$ cat config.mk
export PLATFORM = sky130hd
export DESIGN_NAME = ctrl_fil_group_loader
export DESIGN_NICKNAME = d
export VERILOG_FILES = /design/src/rtl/ctrl_pkg.sv /design/src/rtl/ctrl_cnt_wr_addr.sv /design/src/rtl/ctrl_fil_group_loader.sv
export SDC_FILE = /design/constraint.sdc
export NUM_CORES = 1
export LEC_CHECK = 0
export CAP_MARGIN = 25
export CORE_UTILIZATION = 49
export DETAILED_ROUTE_END_ITERATION = 8
export GPL_ROUTABILITY_DRIVEN = 0
export PLACE_DENSITY_LB_ADDON = 0.08
export RECOVER_POWER = 100
export SLEW_MARGIN = 20
export SYNTH_ARGS = -nofsm -noshare
export SYNTH_HDL_FRONTEND = slang
export SYNTH_SLANG_ARGS = --single-unit
$ cat constraint.sdc
create_clock -name clk -period 2.4 [get_ports clk]
set_clock_uncertainty 0.1 [all_clocks]
set_input_delay 0.48 -clock clk [delete_from_list [all_inputs] [get_ports clk]]
set_output_delay 0.48 -clock clk [all_outputs]
set_load 0.01 [all_outputs]
$ cat src/rtl/ctrl_pkg.sv
`default_nettype none
// +----------------------------------------------------------------------------+
// | Module   : ctrl_pkg                                                        |
// | Brief    : Shared types and constants for the filter-group load path.      |
// | Revision : 1.0                                                             |
// +----------------------------------------------------------------------------+
package ctrl_pkg;

    typedef enum logic [2:0] {
        IDLE  = 3'd0,
        CLEAR = 3'd1,
        LOAD  = 3'd2,
        FIN   = 3'd3,
        DONE  = 3'd4
    } fil_ld_state_t;

    localparam int MAX_FIL_GROUPS = 4;
    localparam int FIL_WORDS      = 9;

endpackage
`default_nettype wire

$ cat src/rtl/ctrl_cnt_wr_addr.sv
`default_nettype none
// +----------------------------------------------------------------------------+
// | Module   : ctrl_cnt_wr_addr                                                |
// | Brief    : Word/group write-address counter with wrap and last flags.      |
// | Revision : 1.0                                                             |
// +----------------------------------------------------------------------------+
module ctrl_cnt_wr_addr #(
    parameter int WORDS  = 9,
    parameter int ADDR_W = 4,
    parameter int GRP_W  = 2
) (
    input  logic              clk,
    input  logic              rst,
    input  logic              i_clr,
    input  logic              i_inc,
    input  logic [2:0]        i_num_groups,
    output logic [ADDR_W-1:0] o_word,
    output logic [GRP_W-1:0]  o_group,
    output logic              o_last_word,
    output logic              o_last_group
);

    logic [ADDR_W-1:0] r_word;
    logic [GRP_W-1:0]  r_group;

    assign o_word       = r_word;
    assign o_group      = r_group;
    assign o_last_word  = (r_word == ADDR_W'(WORDS - 1));
    assign o_last_group = (3'(r_group) == (i_num_groups - 3'd1));

    always_ff @(posedge clk) begin
        if (rst || i_clr) begin
            r_word  <= '0;
            r_group <= '0;
        end else if (i_inc) begin
            if (o_last_word) begin
                r_word  <= '0;
                r_group <= r_group + GRP_W'(1);
            end else begin
                r_word  <= r_word + ADDR_W'(1);
            end
        end
    end

endmodule
`default_nettype wire

$ cat src/rtl/ctrl_fil_group_loader.sv
`default_nettype none
// +----------------------------------------------------------------------------+
// | Module   : ctrl_fil_group_loader                                           |
// | Brief    : Streams filter words into per-group banks, then hands the       |
// |            group count to the group-select counter (clear, then load).     |
// | Revision : 1.0                                                             |
// +----------------------------------------------------------------------------+
module ctrl_fil_group_loader
    import ctrl_pkg::*;
#(
    parameter int DATA_W          = 8,
    parameter int MAX_GROUPS      = MAX_FIL_GROUPS,
    parameter int WORDS_PER_GROUP = FIL_WORDS,
    localparam int ADDR_W         = $clog2(WORDS_PER_GROUP),
    localparam int GRP_W          = $clog2(MAX_GROUPS)
) (
    input  logic                  clk,
    input  logic                  rst,
    input  logic                  start,
    input  logic [2:0]            num_groups,
    input  logic                  in_valid,
    input  logic [DATA_W-1:0]     in_data,
    output logic                  in_ready,
    output logic [MAX_GROUPS-1:0] wr_en,
    output logic [ADDR_W-1:0]     wr_addr,
    output logic [DATA_W-1:0]     wr_data,
    output logic                  grp_clear,
    output logic                  grp_load,
    output logic [2:0]            grp_max_val,
    output logic                  busy,
    output logic                  done,
    output logic                  err_cfg
);

    fil_ld_state_t          r_state;
    fil_ld_state_t          w_next_state;
    logic [2:0]             r_num_groups;
    logic [MAX_GROUPS-1:0]  r_wr_en;
    logic [ADDR_W-1:0]      r_wr_addr;
    logic [DATA_W-1:0]      r_wr_data;
    logic                   r_err_cfg;

    logic                   w_hs;
    logic                   w_cfg_ok;
    logic                   w_can_start;
    logic [ADDR_W-1:0]      w_word;
    logic [GRP_W-1:0]       w_group;
    logic                   w_last_word;
    logic                   w_last_group;

    assign w_cfg_ok    = (num_groups != 3'd0) && (int'(num_groups) <= MAX_GROUPS);
    assign w_can_start = (r_state == IDLE) || (r_state == DONE);
    assign w_hs        = in_valid && in_ready;

    ctrl_cnt_wr_addr #(
        .WORDS  (WORDS_PER_GROUP),
        .ADDR_W (ADDR_W),
        .GRP_W  (GRP_W)
    ) u_cnt (
        .clk          (clk),
        .rst          (rst),
        .i_clr        (r_state == CLEAR),
        .i_inc        (w_hs),
        .i_num_groups (r_num_groups),
        .o_word       (w_word),
        .o_group      (w_group),
        .o_last_word  (w_last_word),
        .o_last_group (w_last_group)
    );

    always_ff @(posedge clk) begin
        if (rst) begin
            r_state <= IDLE;
        end else begin
            r_state <= w_next_state;
        end
    end

    always_comb begin
        w_next_state = r_state;
        case (r_state)
            IDLE, DONE: if (start && w_cfg_ok) w_next_state = CLEAR;
            CLEAR:      w_next_state = LOAD;
            LOAD:       if (w_hs && w_last_word && w_last_group) w_next_state = FIN;
            FIN:        w_next_state = DONE;
            default:    w_next_state = IDLE;
        endcase
    end

    // Write port is a pure 1-cycle register stage of the accepted word.
    always_ff @(posedge clk) begin
        if (rst) begin
            r_num_groups <= 3'd0;
            r_wr_en      <= '0;
            r_wr_addr    <= '0;
            r_wr_data    <= '0;
            r_err_cfg    <= 1'b0;
        end else begin
            r_err_cfg <= start && w_can_start && !w_cfg_ok;
            if (start && w_can_start && w_cfg_ok) begin
                r_num_groups <= num_groups;
            end
            r_wr_en <= w_hs ? (MAX_GROUPS'(1) << w_group) : '0;
            if (w_hs) begin
                r_wr_addr <= w_word;
                r_wr_data <= in_data;
            end
        end
    end

    assign in_ready    = (r_state == LOAD);
    assign wr_en       = r_wr_en;
    assign wr_addr     = r_wr_addr;
    assign wr_data     = r_wr_data;
    assign grp_clear   = (r_state == CLEAR);
    assign grp_load    = (r_state == FIN);
    assign grp_max_val = ((r_state == FIN) || (r_state == DONE)) ? r_num_groups : 3'd0;
    assign busy        = (r_state == CLEAR) || (r_state == LOAD) || (r_state == FIN);
    assign done        = (r_state == DONE);
    assign err_cfg     = r_err_cfg;

endmodule
`default_nettype wire
Word-level counts from Yosys, hierarchy flattened --
Cells that the tools add are included. Widths: inputs -> output; s select.
Operators by class: order comparisons 1, mux-type cells 5, bitwise operators 1, reduce and logical (&&, ||, !) cells 20, add/sub/neg operators 3, equality and inequality tests 8, shifts and indexed selects 1
Operators with widths (number):
- $pmux 3 s4 | 1
- $mux 3 | 3
- $logic_and 1x1->1 | 8
- $eq 3x2->1 const B | 2
- $logic_or 1x1->1 | 5
- $add 4x1->4 const B | 1
- $eq 4x4->1 const B | 1
- $mux 4 | 1
- $reduce_and 2->1 | 2
- $reduce_or 2->1 | 2
- $shl 1x2->4 const A | 1
- $eq 2x3->1 | 1
- $eq 3x1->1 const B | 1
- $eq 3x3->1 const B | 1
- $le 3x3->1 const B | 1
- $logic_not 3->1 | 1
- $reduce_bool 3->1 | 1
- $sub 3x1->3 const B | 1
- $add 2x1->2 const B | 1
- $ne 2x1->1 const B | 1
- $ne 2x2->1 const B | 1
- $logic_not 1->1 | 1
- $not 1->1 | 1
Storage, ports and cells: bits of input ports 15, logic and storage cells 47, register bits 29

Depth between registers and ports, before layout --
word-level depth 6, gate-level depth with buffers 5

Hierarchy --
A second synthesis with hierarchy kept.
Unflattened totals: cell total of the unflattened synthesis 143, area, all modules 1272.5 um2
Modules (own cells, without submodules):
- ctrl_fil_group_loader | seq. area each 460.4 um2, times used 1, area an instance 939.7 um2, cells an instance 105
- ctrl_cnt_wr_addr | seq. area each 120.1 um2, times used 1, area an instance 332.8 um2, cells an instance 38

Worst setup path after synthesis --
Ideal clock, no wire load.
kind reg2out, from register r_state[0], to output grp_clear, buffers on the path 0, setup slack 0.822 ns, stages on the path, launching flop included 3, arrival time 0.998 ns, cell sequence dfxtp_1 or3b_2 inv_1
Between the ends: word-level cells in the longest chain between the ends 1
RTL lines:
- start: declaration | RTL line ctrl_fil_group_loader.sv:35 | fil_ld_state_t r_state;
- start signal: assignment | RTL line ctrl_fil_group_loader.sv:75 | r_state <= w_next_state;
- $eq 3x1->1 | RTL line ctrl_fil_group_loader.sv:115 | assign grp_clear = (r_state == CLEAR);
- end: declaration | RTL line ctrl_fil_group_loader.sv:27 | output logic grp_clear,
Every way passes these cells.

Worst setup path after layout --
from register r_state[2], to output grp_max_val[1]
Between the ends: word-level cells in the longest chain between the ends 3, elaborated cells between the ends (all ways) 4, classes of those cells eq/ne (2); mux (1); reduce/logical (1)
RTL lines:
- $eq 3x2->1 / $eq 3x3->1 (equally long branches) | RTL line ctrl_fil_group_loader.sv:117 | assign grp_max_val = ((r_state == FIN) || (r_state == DONE)) ? r_num_groups : 3'd0;
- $logic_or 1x1->1 * | RTL line ctrl_fil_group_loader.sv:117
- $mux 3 * | RTL line ctrl_fil_group_loader.sv:117
- end: declaration | RTL line ctrl_fil_group_loader.sv:29 | output logic [2:0] grp_max_val,
Every way passes the cells marked *; elsewhere a longest branch is shown, timed or not.

==> results_dict.tcl <==
set metrics [dict create \
    synth.most_common_cell "nand2_1" \
    wl_per_cell_um 12.4 \
    clockPowerShare 0.366 \
    fin_tns_setup_ns 0 \
    slew_viol_final 0 \
    critPathMaxFanout 9 \
    synth_area_leaders "dfxtp_1, nand2_1, a21oi_1" \
    syn_inst 152 \
    die_y_um 53.0 \
    synth_edf_count 0 \
    critical-path-slowest-cell "clkdlybuf4s50_1" \
    port-buffer-count 39 \
    ios 40 \
    yosys_warnings 0 \
    yosys.area.top_type "dfxtp_1" \
    p_int_mw 0.856 \
    power_density_mw_per_mm2 638 \
    switchingPower_mw 0.297 \
    grt_pass1_vias 1055 \
    synthTopCellsByCount "nand2_1, dfxtp_1, a21oi_1" \
    dieArea_mm2 0.00281 \
    fin_crit_sh 0.957 \
    cts_tree "yes" \
    worstPathArrival_ns 1.72 \
    irDropWorstVdd_v 0.000774 \
    total_power_mw 1.15 \
    slew_headroom 0.684 \
    path_cells "nand3b_1 > a21bo_2 > and2_1 > clkdlybuf4s50_1" \
    clkTransAtPathRegs_ns 0.10 \
    cts.path.max_buffers 2 \
    setup_viol 0 \
    dieWidth_um 53.0 \
    hold_path.class "flip-flop to flip-flop" \
    nets 217 \
    viasPerCell 5.16 \
    drtAntennaViolNets 0 \
    overflow 0 \
    leakagePower_nw 0.766 \
    clk_latency_ns 0.32 \
    share_comb_of_total_power 0.175 \
    worstSetupPathType "flip-flop to primary output" \
    end_kind "primary output" \
    layout-drive-gt1-share 0.0900 \
    rsz0062_at_grt "no" \
    syn_nets 170 \
    start_kind "flip-flop" \
    root_buffer "clkbuf_4" \
    syn_area_per_cell_um2 8.39 \
    status "finished, final reports clean" \
    max_stage_delay_ns 0.46 \
    synthesis.area_mm2 0.00127 \
    h-tree-depth 2 \
    post-dp-hpwl_mm 2.15 \
    grt_max_degree 12 \
    worst_pin_slew_ns 0.471 \
    seqPwrFrac 0.459 \
    period_minus_slack_ns 2.30 \
    synthArstFlopShare 0 \
    fin_util 0.729 \
    std_cell_rows 18 \
    hold_viol 0 \
    antenna_cells 0 \
    syn2layout_area_growth_pct 41.6 \
    ys_seq_elements 29 \
    synth_top_family_by_area "simple AND/OR/NAND/NOR gates" \
    synthSimpleGateAreaFrac 0.266 \
    numClockSinks 29 \
    synthAdderAreaFrac 0.0294 \
    start_util 0.515 \
    synth_top_area_frac 0.455 \
    drt-pass1-iter-count 4 \
    synthXorXnorAreaFrac 0.0206 \
    grt_usage 0.232 \
    dr_total_vias 1186 \
    synthFlopType "dfxtp_1" \
    wirelength_mm 2.86 \
    drt_iter0_drc 15 \
    numCtsBuffers 5 \
    synth_seq_area_share 0.455 \
    grt_pass1_wl_mm 4.58 \
    core_area_mm2 0.00248 \
    synth_compound_area_frac 0.138 \
    crit_required_ns 1.82 \
    maxCapViolations 0 \
    antenna_found_initial 0 \
    drc_errors 0 \
    muxShareOfSynthArea 0.0314 \
    fmax_mhz 435 \
    netSwitchingFraction 0.257 \
    synthDistinctLibCells 38 \
]
critical path: cells and delay by family (launching register included):
family                 cells  cell delay (ns)
buffers and inverters      1             0.46
AO/OA/AOI/OAI              1             0.24
flip-flops                 1             0.41
AND/OR/NAND/NOR            2             0.29
repair_timing:
| action | in CTS | in global routing |
|---|---|---|
| hold buffers | 0 | 0 |
| cloned | 0 | 0 |
| endpoints found under the setup margin | 5 | 4 |
| setup buffers | 0 | 2 |
| gates resized for setup | 6 | 3 |
final timing paths:
kind	endpoint	startpoint	slack [ns]	depth (start not counted)
max	grp_max_val[1]	r_state[2]	0.10	4
min	wr_data[7]	wr_data[7]	0.36	2
max reg2reg	wr_addr[3]	r_state[2]	0.75	4
min reg2reg	wr_data[7]	wr_data[7]	0.36	2
sequential cells by signal (all words and copies together) (netlist names):
name           count
u_cnt.o_word       4
u_cnt.o_group      2
r_state            3
err_cfg            1
wr_addr            4
r_num_groups       3
wr_data            8
wr_en              4
per-layer routing:
layer	global-route usage	vias to the layer above	wire, um
met2	0.367	25	1330
met3	0.0891	4	105
li1	-	612	-
met4	0.0921	0	48
met1	0.280	545	1380
met5	0	-	0
cell usage in the layout (no fill, tap or decap), drive strengths merged, types with 4 or more instances in the layout:
cell type,instances
nand3,5
mux2i,4
inv,11
a21oi,18
dfxtp,29
nor2,5
nand2,34
clkbuf,11
clkdlybuf4s50,12
dlygate4sd3,23
power groups by stage:
| stage | combinational [mW] | clock [mW] | sequential, mW |
|---|---|---|---|
| 6_report | 0.202 | 0.422 | 0.529 |
| 5_1_grt | 0.223 | 0.441 | 0.534 |
| 4_1_cts | 0.209 | 0.424 | 0.530 |
| 3_5_place_dp | 0.210 | 0 | 0.538 |
| 3_3_place_gp | 0.206 | 0 | 0.535 |
| 2_1_floorplan | 0.112 | 0 | 0.537 |
metrics by stage:
stage	cells	setup slack, ns	instance area [um^2]	hold WS, ns
after global routing	230	0.0287	1810	0.370
after detailed placement	220	0.250	1710	0.350
after CTS	228	0.00917	1800	0.364
final	230	0.102	1810	0.359
after floorplan	152	0.822	1270	0.343
after global placement	220	0.301	1710	0.344
cell type report:
class | instances | area (um^2)
sequential | 29 | 589
fill | 208 | 672
clock buffer | 7 | 55.1
clock inverter | 1 | 30.0
inverter | 12 | 45.0
tap | 30 | 37.5
multi-input combinational | 105 | 616
timing repair buffer | 46 | 433
logic make-up (layout without fill, tap and decap cells):
| logic type | after synthesis | count (layout) |
|---|---|---|
| flops | 29 | 29 |
| simple gates | 66 | 66 |
| buf+inv | 18 | 66 |
| xor+xnor | 3 | 3 |
| compound gates | 29 | 29 |
| mux | 4 | 4 |
| fa+ha+maj | 3 | 3 |
(Power assumes the default switching activity.)
